<file path="src/rtl/mode_counter_pkg.sv">
// Shared definitions for the multi-mode counter: mode encodings.
package mode_counter_pkg;

  localparam logic [1:0] MODE_UP   = 2'b00;
  localparam logic [1:0] MODE_DOWN = 2'b01;
  localparam logic [1:0] MODE_PING = 2'b10;
  localparam logic [1:0] MODE_HOLD = 2'b11;

endpackage

</file>
<file path="src/rtl/ctr_prescaler.sv">
// Prescaler for mode_counter: emits a tick every (prescale+1) enabled cycles.
//  clk, rst_n  : clock, synchronous active-low reset
//  en          : advance the prescaler; 0 freezes it
//  clear       : restart the prescaler from 0 (used on load)
//  prescale    : divisor minus one
//  tick_c      : combinational tick, high in the cycle the counter should step
module ctr_prescaler #(
  parameter int unsigned PRESCALE_W = 4
) (
  input  logic                  clk,
  input  logic                  rst_n,
  input  logic                  en,
  input  logic                  clear,
  input  logic [PRESCALE_W-1:0] prescale,
  output logic                  tick_c
);

  logic [PRESCALE_W-1:0] pre_q, pre_d;

  assign tick_c = en && (pre_q == prescale);

  // Next prescaler value: clear wins, then wrap on terminal count, else advance.
  always_comb begin
    pre_d = pre_q;
    if (clear) begin
      pre_d = '0;
    end else if (en) begin
      if (pre_q == prescale) pre_d = '0;
      else                   pre_d = pre_q + PRESCALE_W'(1);
    end
  end

  always_ff @(posedge clk) begin
    if (!rst_n) pre_q <= '0;
    else        pre_q <= pre_d;
  end

endmodule

</file>
<file path="src/rtl/mode_counter.sv">
// Multi-mode counter/timer with prescaler, modulo, up/down/ping-pong/hold modes,
// synchronous load and single-cycle step/wrap/match pulses.
//  clk, rst_n : clock, synchronous active-low reset
//  en         : run the prescaler (count frozen when 0)
//  mode       : 00 up, 01 down, 10 ping-pong, 11 hold
//  load       : load strobe, wins over a step; load_val clamped to modulo
//  modulo     : top of count range 0..modulo
//  prescale   : step every (prescale+1) enabled cycles
//  cmp_val    : compare value for match
//  count, dir : registered count and ping-pong direction (0 up, 1 down)
//  step, wrap, match : registered single-cycle event pulses
module mode_counter
  import mode_counter_pkg::*;
#(
  parameter int unsigned WIDTH      = 8,
  parameter int unsigned PRESCALE_W = 4
) (
  input  logic                  clk,
  input  logic                  rst_n,
  input  logic                  en,
  input  logic [1:0]            mode,
  input  logic                  load,
  input  logic [WIDTH-1:0]      load_val,
  input  logic [WIDTH-1:0]      modulo,
  input  logic [PRESCALE_W-1:0] prescale,
  input  logic [WIDTH-1:0]      cmp_val,
  output logic [WIDTH-1:0]      count,
  output logic                  dir,
  output logic                  step,
  output logic                  wrap,
  output logic                  match
);

  logic             tick_c;
  logic [WIDTH-1:0] count_q, count_d;
  logic             dir_q, dir_d;
  logic             step_q, step_d;
  logic             wrap_q, wrap_d;
  logic             match_q, match_d;
  logic [WIDTH-1:0] load_clamped_c;

  ctr_prescaler #(.PRESCALE_W(PRESCALE_W)) u_prescaler (
    .clk      (clk),
    .rst_n    (rst_n),
    .en       (en),
    .clear    (load),
    .prescale (prescale),
    .tick_c   (tick_c)
  );

  assign load_clamped_c = (load_val > modulo) ? modulo : load_val;

  // Next count, direction and event pulses; pulses default low.
  always_comb begin
    count_d = count_q;
    dir_d   = dir_q;
    step_d  = 1'b0;
    wrap_d  = 1'b0;
    match_d = 1'b0;
    if (load) begin
      count_d = load_clamped_c;
      dir_d   = 1'b0;
      match_d = (load_clamped_c == cmp_val);
    end else if (tick_c) begin
      step_d = 1'b1;
      unique case (mode)
        MODE_UP: begin
          // >= so that a count left above a shrunk modulo wraps immediately
          if (count_q >= modulo) begin
            count_d = '0;
            wrap_d  = 1'b1;
          end else begin
            count_d = count_q + WIDTH'(1);
          end
        end
        MODE_DOWN: begin
          if (count_q == '0) begin
            count_d = modulo;
            wrap_d  = 1'b1;
          end else begin
            count_d = count_q - WIDTH'(1);
          end
        end
        MODE_PING: begin
          if (modulo == '0) begin
            // degenerate range: every step is a turn
            count_d = '0;
            wrap_d  = 1'b1;
          end else if (!dir_q) begin
            if (count_q >= modulo) begin
              dir_d   = 1'b1;
              count_d = modulo - WIDTH'(1);
              wrap_d  = 1'b1;
            end else begin
              count_d = count_q + WIDTH'(1);
            end
          end else begin
            if (count_q == '0) begin
              dir_d   = 1'b0;
              count_d = WIDTH'(1);
              wrap_d  = 1'b1;
            end else begin
              count_d = count_q - WIDTH'(1);
            end
          end
        end
        MODE_HOLD: begin
          count_d = count_q;
        end
        default: begin
          count_d = count_q;
        end
      endcase
      // match only on a value that actually changed
      match_d = (count_d != count_q) && (count_d == cmp_val);
    end
  end

  always_ff @(posedge clk) begin
    if (!rst_n) begin
      count_q <= '0;
      dir_q   <= 1'b0;
      step_q  <= 1'b0;
      wrap_q  <= 1'b0;
      match_q <= 1'b0;
    end else begin
      count_q <= count_d;
      dir_q   <= dir_d;
      step_q  <= step_d;
      wrap_q  <= wrap_d;
      match_q <= match_d;
    end
  end

  assign count = count_q;
  assign dir   = dir_q;
  assign step  = step_q;
  assign wrap  = wrap_q;
  assign match = match_q;

endmodule

</file>
<file path="config.mk">
export PLATFORM = sky130hd
export DESIGN_NAME = mode_counter
export DESIGN_NICKNAME = d
export VERILOG_FILES = /design/src/rtl/mode_counter_pkg.sv /design/src/rtl/ctr_prescaler.sv /design/src/rtl/mode_counter.sv
export SDC_FILE = /design/constraint.sdc
export NUM_CORES = 1
export LEC_CHECK = 0
export CAP_MARGIN = 20
export CORE_ASPECT_RATIO = 0.7
export CORE_MARGIN = 2
export CORE_UTILIZATION = 45
export CTS_BUF_LIST = sky130_fd_sc_hd__clkbuf_4 sky130_fd_sc_hd__clkbuf_8
export DETAILED_ROUTE_END_ITERATION = 8
export PLACE_DENSITY = 0.68
export SLEW_MARGIN = 30
export SYNTH_ARGS = -nofsm -noshare
export SYNTH_HDL_FRONTEND = slang
export SYNTH_SLANG_ARGS = --single-unit
</file>
<file path="constraint.sdc">
create_clock -name clk -period 8.85 [get_ports clk]
set_input_delay 1.77 -clock clk [delete_from_list [all_inputs] [get_ports clk]]
set_output_delay 1.77 -clock clk [all_outputs]
set_load 0.05 [all_outputs]
</file>
==> flow_metrics.tcl, run 1 <==
set metrics [dict create \
    status "finished, final reports clean" \
    synth_cell_types 63 \
    switchingPower_uw 155.8 \
    drv_slew 0 \
    final_common_cell "clkdlybuf4s50_1" \
    fill_cells 555 \
    synthArstFlopShare_pct 0 \
    cts_buffers 3 \
    fmax_ghz 0.1891 \
    combPwrFrac_pct 56.6 \
    synthFlopType "dfxtp_1" \
    cts-resized-gates 0 \
    ir_worst_vdd_uv 71.74 \
    io_pins 46 \
    clk_latency_ps 250 \
    rr_worst_depth 11 \
    tritoncts "done" \
    clock-sinks 16 \
    drv_cap 0 \
    rrSetupSlack_ps 5010 \
    p_per_area_nw_per_um2 109.2 \
    netlist_instances 353 \
    finalClockSkew_ps 1.294 \
    clockBufferDepth 2 \
    min_period_over_period_pct 59.77 \
    synth_nets 409 \
    first_global_vias 2816 \
    yosysSeqAreaShare_pct 11.90 \
    worst_r2r_endpoint "match" \
    setup_viol 0 \
    r2r_start "count[0]" \
    arrival_ps 5470 \
    hold_depth 2 \
    drt-total-wl_mm 9.726 \
    cts_hold_buffers 0 \
    p_int_uw 193.8 \
    synth_edf_count 0 \
    ant_nets 0 \
    avgSynthCellArea_um2 7.628 \
    finalHoldViolations 0 \
    setup-tns-final_ps 0 \
    hold_path_end "u_prescaler.pre_q[1]" \
    min_path_type "register to register" \
    antenna_found_initial 0 \
    fp-row-count 23 \
    utilization_pct 55.63 \
    synth.cell_area_um2 2693 \
    crit_path_end_kind "register" \
    die-width_um 96.46 \
    vias 3075 \
    nets 445 \
    p_leak_uw 0.001217 \
    fin_hold_ws_ps 539.6 \
    avgViaCountPerCell 6.641 \
    worstMarginPinSlew_ps 798.7 \
    wl_per_cell_um 21.01 \
    crit_required_ps 9030 \
    power_frac_seq_pct 24.8 \
    grt_pass1_wl_mm 15.31 \
    hp-start "u_prescaler.pre_q[1]" \
    io_buffers 45 \
    synth-seq-cells 16 \
    yosys_warnings 0 \
    period_minus_slack_ps 5289 \
    drt_first_pass_iters 5 \
    area_growth_pct 18.91 \
    grt_usage_pct 30.82 \
    dieArea_um2 6628 \
    num_antenna_cells 0 \
    slew_headroom_pct 46.08 \
    htreeDepth 1 \
    grt_max_degree 19 \
    path_clk_slew_ps 60 \
    power.clock.fraction_pct 18.6 \
    crit_path_start_kind "input pin" \
    die_h_um 68.72 \
    place_congestion 0.9768 \
    core_um2 5756 \
    start_util_pct 46.78 \
    cp_max_fo 10 \
    hpwl_mm 7.627 \
    drc_errors 0 \
    grt.overflow.total 0 \
    rsz0062_at_grt "false" \
    cts-root-buf "clkbuf_8" \
    cts_setup_buffers 0 \
    final_cell_mix "clkdlybuf4s50_1 (45), a21oi_1 (24), inv_1 (22), ha_1 (22)" \
    drtIter0Drc 356 \
    worstSetupPathType "input pin to register" \
    switching_share_pct 44.57 \
    final_layout_size_suffix_gt1_share_pct 6.186 \
]
## worst max-delay path, cell delays in order
cell and delay (ps):
clkdlybuf4s50_1 630, inv_1 170, ha_1 370, and3_1 220, a221oi_2 690, a41oi_1 240
a211oi_1 590, xnor2_1 130, nor3b_1 380, nand4_1 140, o21ai_1 150
## registers in the layout (all words and copies together), names as in the netlist
name,cells
step,1
match,1
dir,1
u_prescaler.pre_q,4
count,8
wrap,1
## power by group through the flow
stage	Combinational, uW	Sequential, uW	Clock [uW]
detailed placement	191	87.8	0
global route	213	87.0	70.4
global placement	193	87.9	0
CTS	193	86.2	65.8
finish	198	86.7	65.1
floorplan	125	91.6	0
## worst max-delay path by stage
stage               depth (start not counted)  startpoint     to  slack, ps
finish                                     11   modulo[7]  match       3560
global route                               11   modulo[7]  match       3290
CTS                                        11   modulo[7]  match       3630
detailed placement                         11   modulo[7]  match       3370
global placement                           11   modulo[7]  match       3420
floorplan                                  10   modulo[7]  match       4540
## through the flow
| stage | area [um^2] | setup WS, ps | cells | total power, uW |
|---|---|---|---|---|
| global placement | 3147 | 3420 | 459 | 281.4 |
| floorplan | 2693 | 4540 | 353 | 217.0 |
| finish | 3202 | 3561 | 463 | 349.6 |
| global route | 3202 | 3288 | 463 | 370.6 |
| CTS | 3202 | 3628 | 463 | 344.8 |
| detailed placement | 3147 | 3368 | 459 | 279.2 |
## synthesized netlist by cell type, drive strengths merged (7+ instances only)
cell type,count,area [um^2]
a21oi,24,120.1
ha,22,275.3
inv,22,82.58
nor2,21,95.09
nand3,20,100.1
nor3,20,110.1
xnor2,19,166.4
dfxtp,16,320.3
o21ai,16,80.07
nand2,15,58.81
xor2,15,131.4
a211oi,10,75.07
buf,9,78.82
nor4,9,77.57
nand4,8,50.05
clkbuf,7,26.28
## layer usage
| layer | vias to the layer above | GRT usage [%] | share of wire [%] |
|---|---|---|---|
| met5 | - | 0 | 0 |
| met4 | 0 | 3.521 | 1.0 |
| met1 | 1454 | 44.87 | 46 |
| met2 | 190 | 47.22 | 42 |
| met3 | 9 | 7.826 | 12 |
| li1 | 1422 | - | - |
## logic make-up (layout without fill, tap and decap cells)
group | after synthesis | after routing | synth area share [%]
AND/OR/NAND/NOR | 127 | 127 | 27.32
AO/OA/AOI/OAI | 107 | 107 | 29.04
buffers and inverters | 38 | 73 | 6.970
XOR/XNOR | 34 | 34 | 11.06
adder cells (fa/ha/maj) | 22 | 22 | 10.22
flip-flops | 16 | 16 | 11.90
multiplexers | 9 | 9 | 3.485
## area by class of cell
type                            count  area, um^2  area share (%)
Tap cell                           75       93.84           2.931
Inverter                           22       82.58           2.579
Multi-Input combinational cell    299        2185           68.23
Timing Repair Buffer               47       465.4           14.54
Sequential cell                    16       320.3           10.00
Clock buffer                        4       55.05           1.719
No activity file was read; power rests on OpenSTA's default activity.
==> run 2, diff against run 1 <==
- clock period: 8.85 -> 5.1 ns (I/O delays scaled with it)
==> flow_metrics.tcl, run 2 (synthesis results as in run 1) <==
set metrics [dict create \
    cpMostUsedCell "a21oi_1" \
    multi_input_area_um2 2185 \
    slew_headroom_pct 54.41 \
    vias 3100 \
    clock-sinks 16 \
    p_per_area_nw_per_um2 183.6 \
    wl_per_cell_um 20.18 \
    hpwl_mm 7.477 \
    area_growth_pct 20.91 \
    slowest_stage "clkdlybuf4s50_1" \
    avgViaCountPerCell 6.582 \
    crit_path_start_kind "input pin" \
    nets 454 \
    grt.overflow.total 0 \
    tritoncts "done" \
    seqCellArea_um2 320.3 \
    post-place-ws_ps 438.2 \
    antenna_found_initial 0 \
    drc_errors 0 \
    crit_required_ps 5240 \
    worst_r2r_endpoint "match" \
    min_path_type "register to register" \
    arrival_ps 4580 \
    hp-start "u_prescaler.pre_q[1]" \
    finalHoldViolations 0 \
    cp_top_family "simple AND/OR/NAND/NOR gates" \
    cp_max_fo 8 \
    largest_reg_flops 8 \
    fill_cells 565 \
    setup-tns-final_ps 0 \
    fmax_ghz 0.2251 \
    cts_setup_buffers 0 \
    io_pins 46 \
    worstMarginPinSlew_ps 677.6 \
    p_leak_uw 0.001254 \
    cts-root-buf "clkbuf_8" \
    start_util_pct 46.78 \
    grt_pass1_wl_mm 15.04 \
    die-width_um 96.46 \
    crit_buf_inv 2 \
    crit_chain "clkdlybuf4s50_1 -> inv_1 -> ha_1 -> and3_1 -> nand2_1 -> a21oi_1 -> nor2_1 -> a2111oi_0 -> a21oi_1 -> or4b_1 -> nor4_1 -> o21ai_1" \
    rrSetupSlack_ps 1490 \
    min_period_over_period_pct 87.10 \
    drt_first_pass_iters 5 \
    clk_latency_ps 250 \
    core_um2 5756 \
    io_buffers 45 \
    setup_viol 0 \
    hold_depth 2 \
    htreeDepth 1 \
    fin_cells 471 \
    drv_slew 0 \
    critPathMaxStageDelay_ps 610 \
    num_antenna_cells 0 \
    final_layout_size_suffix_gt1_share_pct 8.081 \
    cts_hold_buffers 0 \
    cts_buffers 3 \
    rr_worst_depth 11 \
    cts-resized-gates 0 \
    drt-total-wl_mm 9.505 \
    total_power_uw 597.6 \
    worstSetupPathType "input pin to register" \
    crit_path_end_kind "register" \
    path_clk_slew_ps 60 \
    final_cell_mix "clkdlybuf4s50_1 (45), a21oi_1 (24), inv_1 (22), ha_1 (22)" \
    hold_path_end "u_prescaler.pre_q[1]" \
    die_h_um 68.72 \
    status "finished, final reports clean" \
    clockBufferDepth 2 \
    ant_nets 0 \
    dp.cells 468 \
    place_area_um2 3214 \
    fp-row-count 23 \
    grt_usage_pct 30.28 \
    place_congestion 1.029 \
    r2r_start "count[1]" \
    grt_max_degree 18 \
    period_minus_slack_ps 4442 \
    rsz0062_at_grt "false" \
    stdcell_area_um2 3256 \
    drv_cap 0 \
    setup_ws_ps 658.0 \
    finalClockSkew_ps 4.402 \
    first_global_vias 2851 \
    final_common_cell "clkdlybuf4s50_1" \
    ir_worst_vdd_uv 120.7 \
    dieArea_um2 6628 \
    drtIter0Drc 336 \
]
==> run 2: cell types whose count changed in the layout (fill, tap and decap cells not counted) <==
cell	previous run	this run
buf_4	2	11
clkbuf_8	4	3
==> run 2: area by class of cell <==
type	instances	share of cell area (%)
sequential	16	9.839
clock buffer	3	1.268
inverter	22	2.537
tap	75	2.882
timing repair buffer	56	16.37
multi-input combinational	299	67.10
==> run 2: through the flow <==
| step | hold WS [ps] | utilization, % |
|---|---|---|
| 6_report | 524.4 | 56.57 |
| 3_3_place_gp | 506.1 | 55.85 |
| 5_1_grt | 562.1 | 56.57 |
| 3_5_place_dp | 517.5 | 55.85 |
| 4_1_cts | 526.4 | 56.57 |
| 2_1_floorplan | 485.4 | - |
==> run 2: worst register-to-register path, stage by stage (launching register included) <==
cell and delay [ps]:
dfxtp_1 450, inv_1 250, ha_1 200, nor3b_1 410, nand2_2 240, o311ai_1 600
nor3_2 100, nor4_1 300, a211oi_1 90, or4b_1 530, nor4_1 230, o21ai_1 90
==> run 2: report_power, final <==
group | switching (uW) | internal, uW
registers | 9.92 | 131
clock network | 43.6 | 52.5
logic | 217 | 144
==> run 2: worst max path at each step <==
stage	startpoint	end	slack [ps]	depth (start not counted)
2_1_floorplan	modulo[7]	match	1540	10
3_5_place_dp	modulo[7]	match	440	12
5_1_grt	modulo[7]	match	240	12
4_1_cts	modulo[7]	match	720	12
3_3_place_gp	modulo[7]	match	450	12
6_report	modulo[7]	match	660	12
==> run 2: layer usage <==
layer	routed length, um	vias up	track usage [%]
met4	195	0	6.514
met1	4186	1420	43.12
met5	0	-	0
met2	3866	218	45.23
li1	-	1436	-
met3	1256	26	8.804
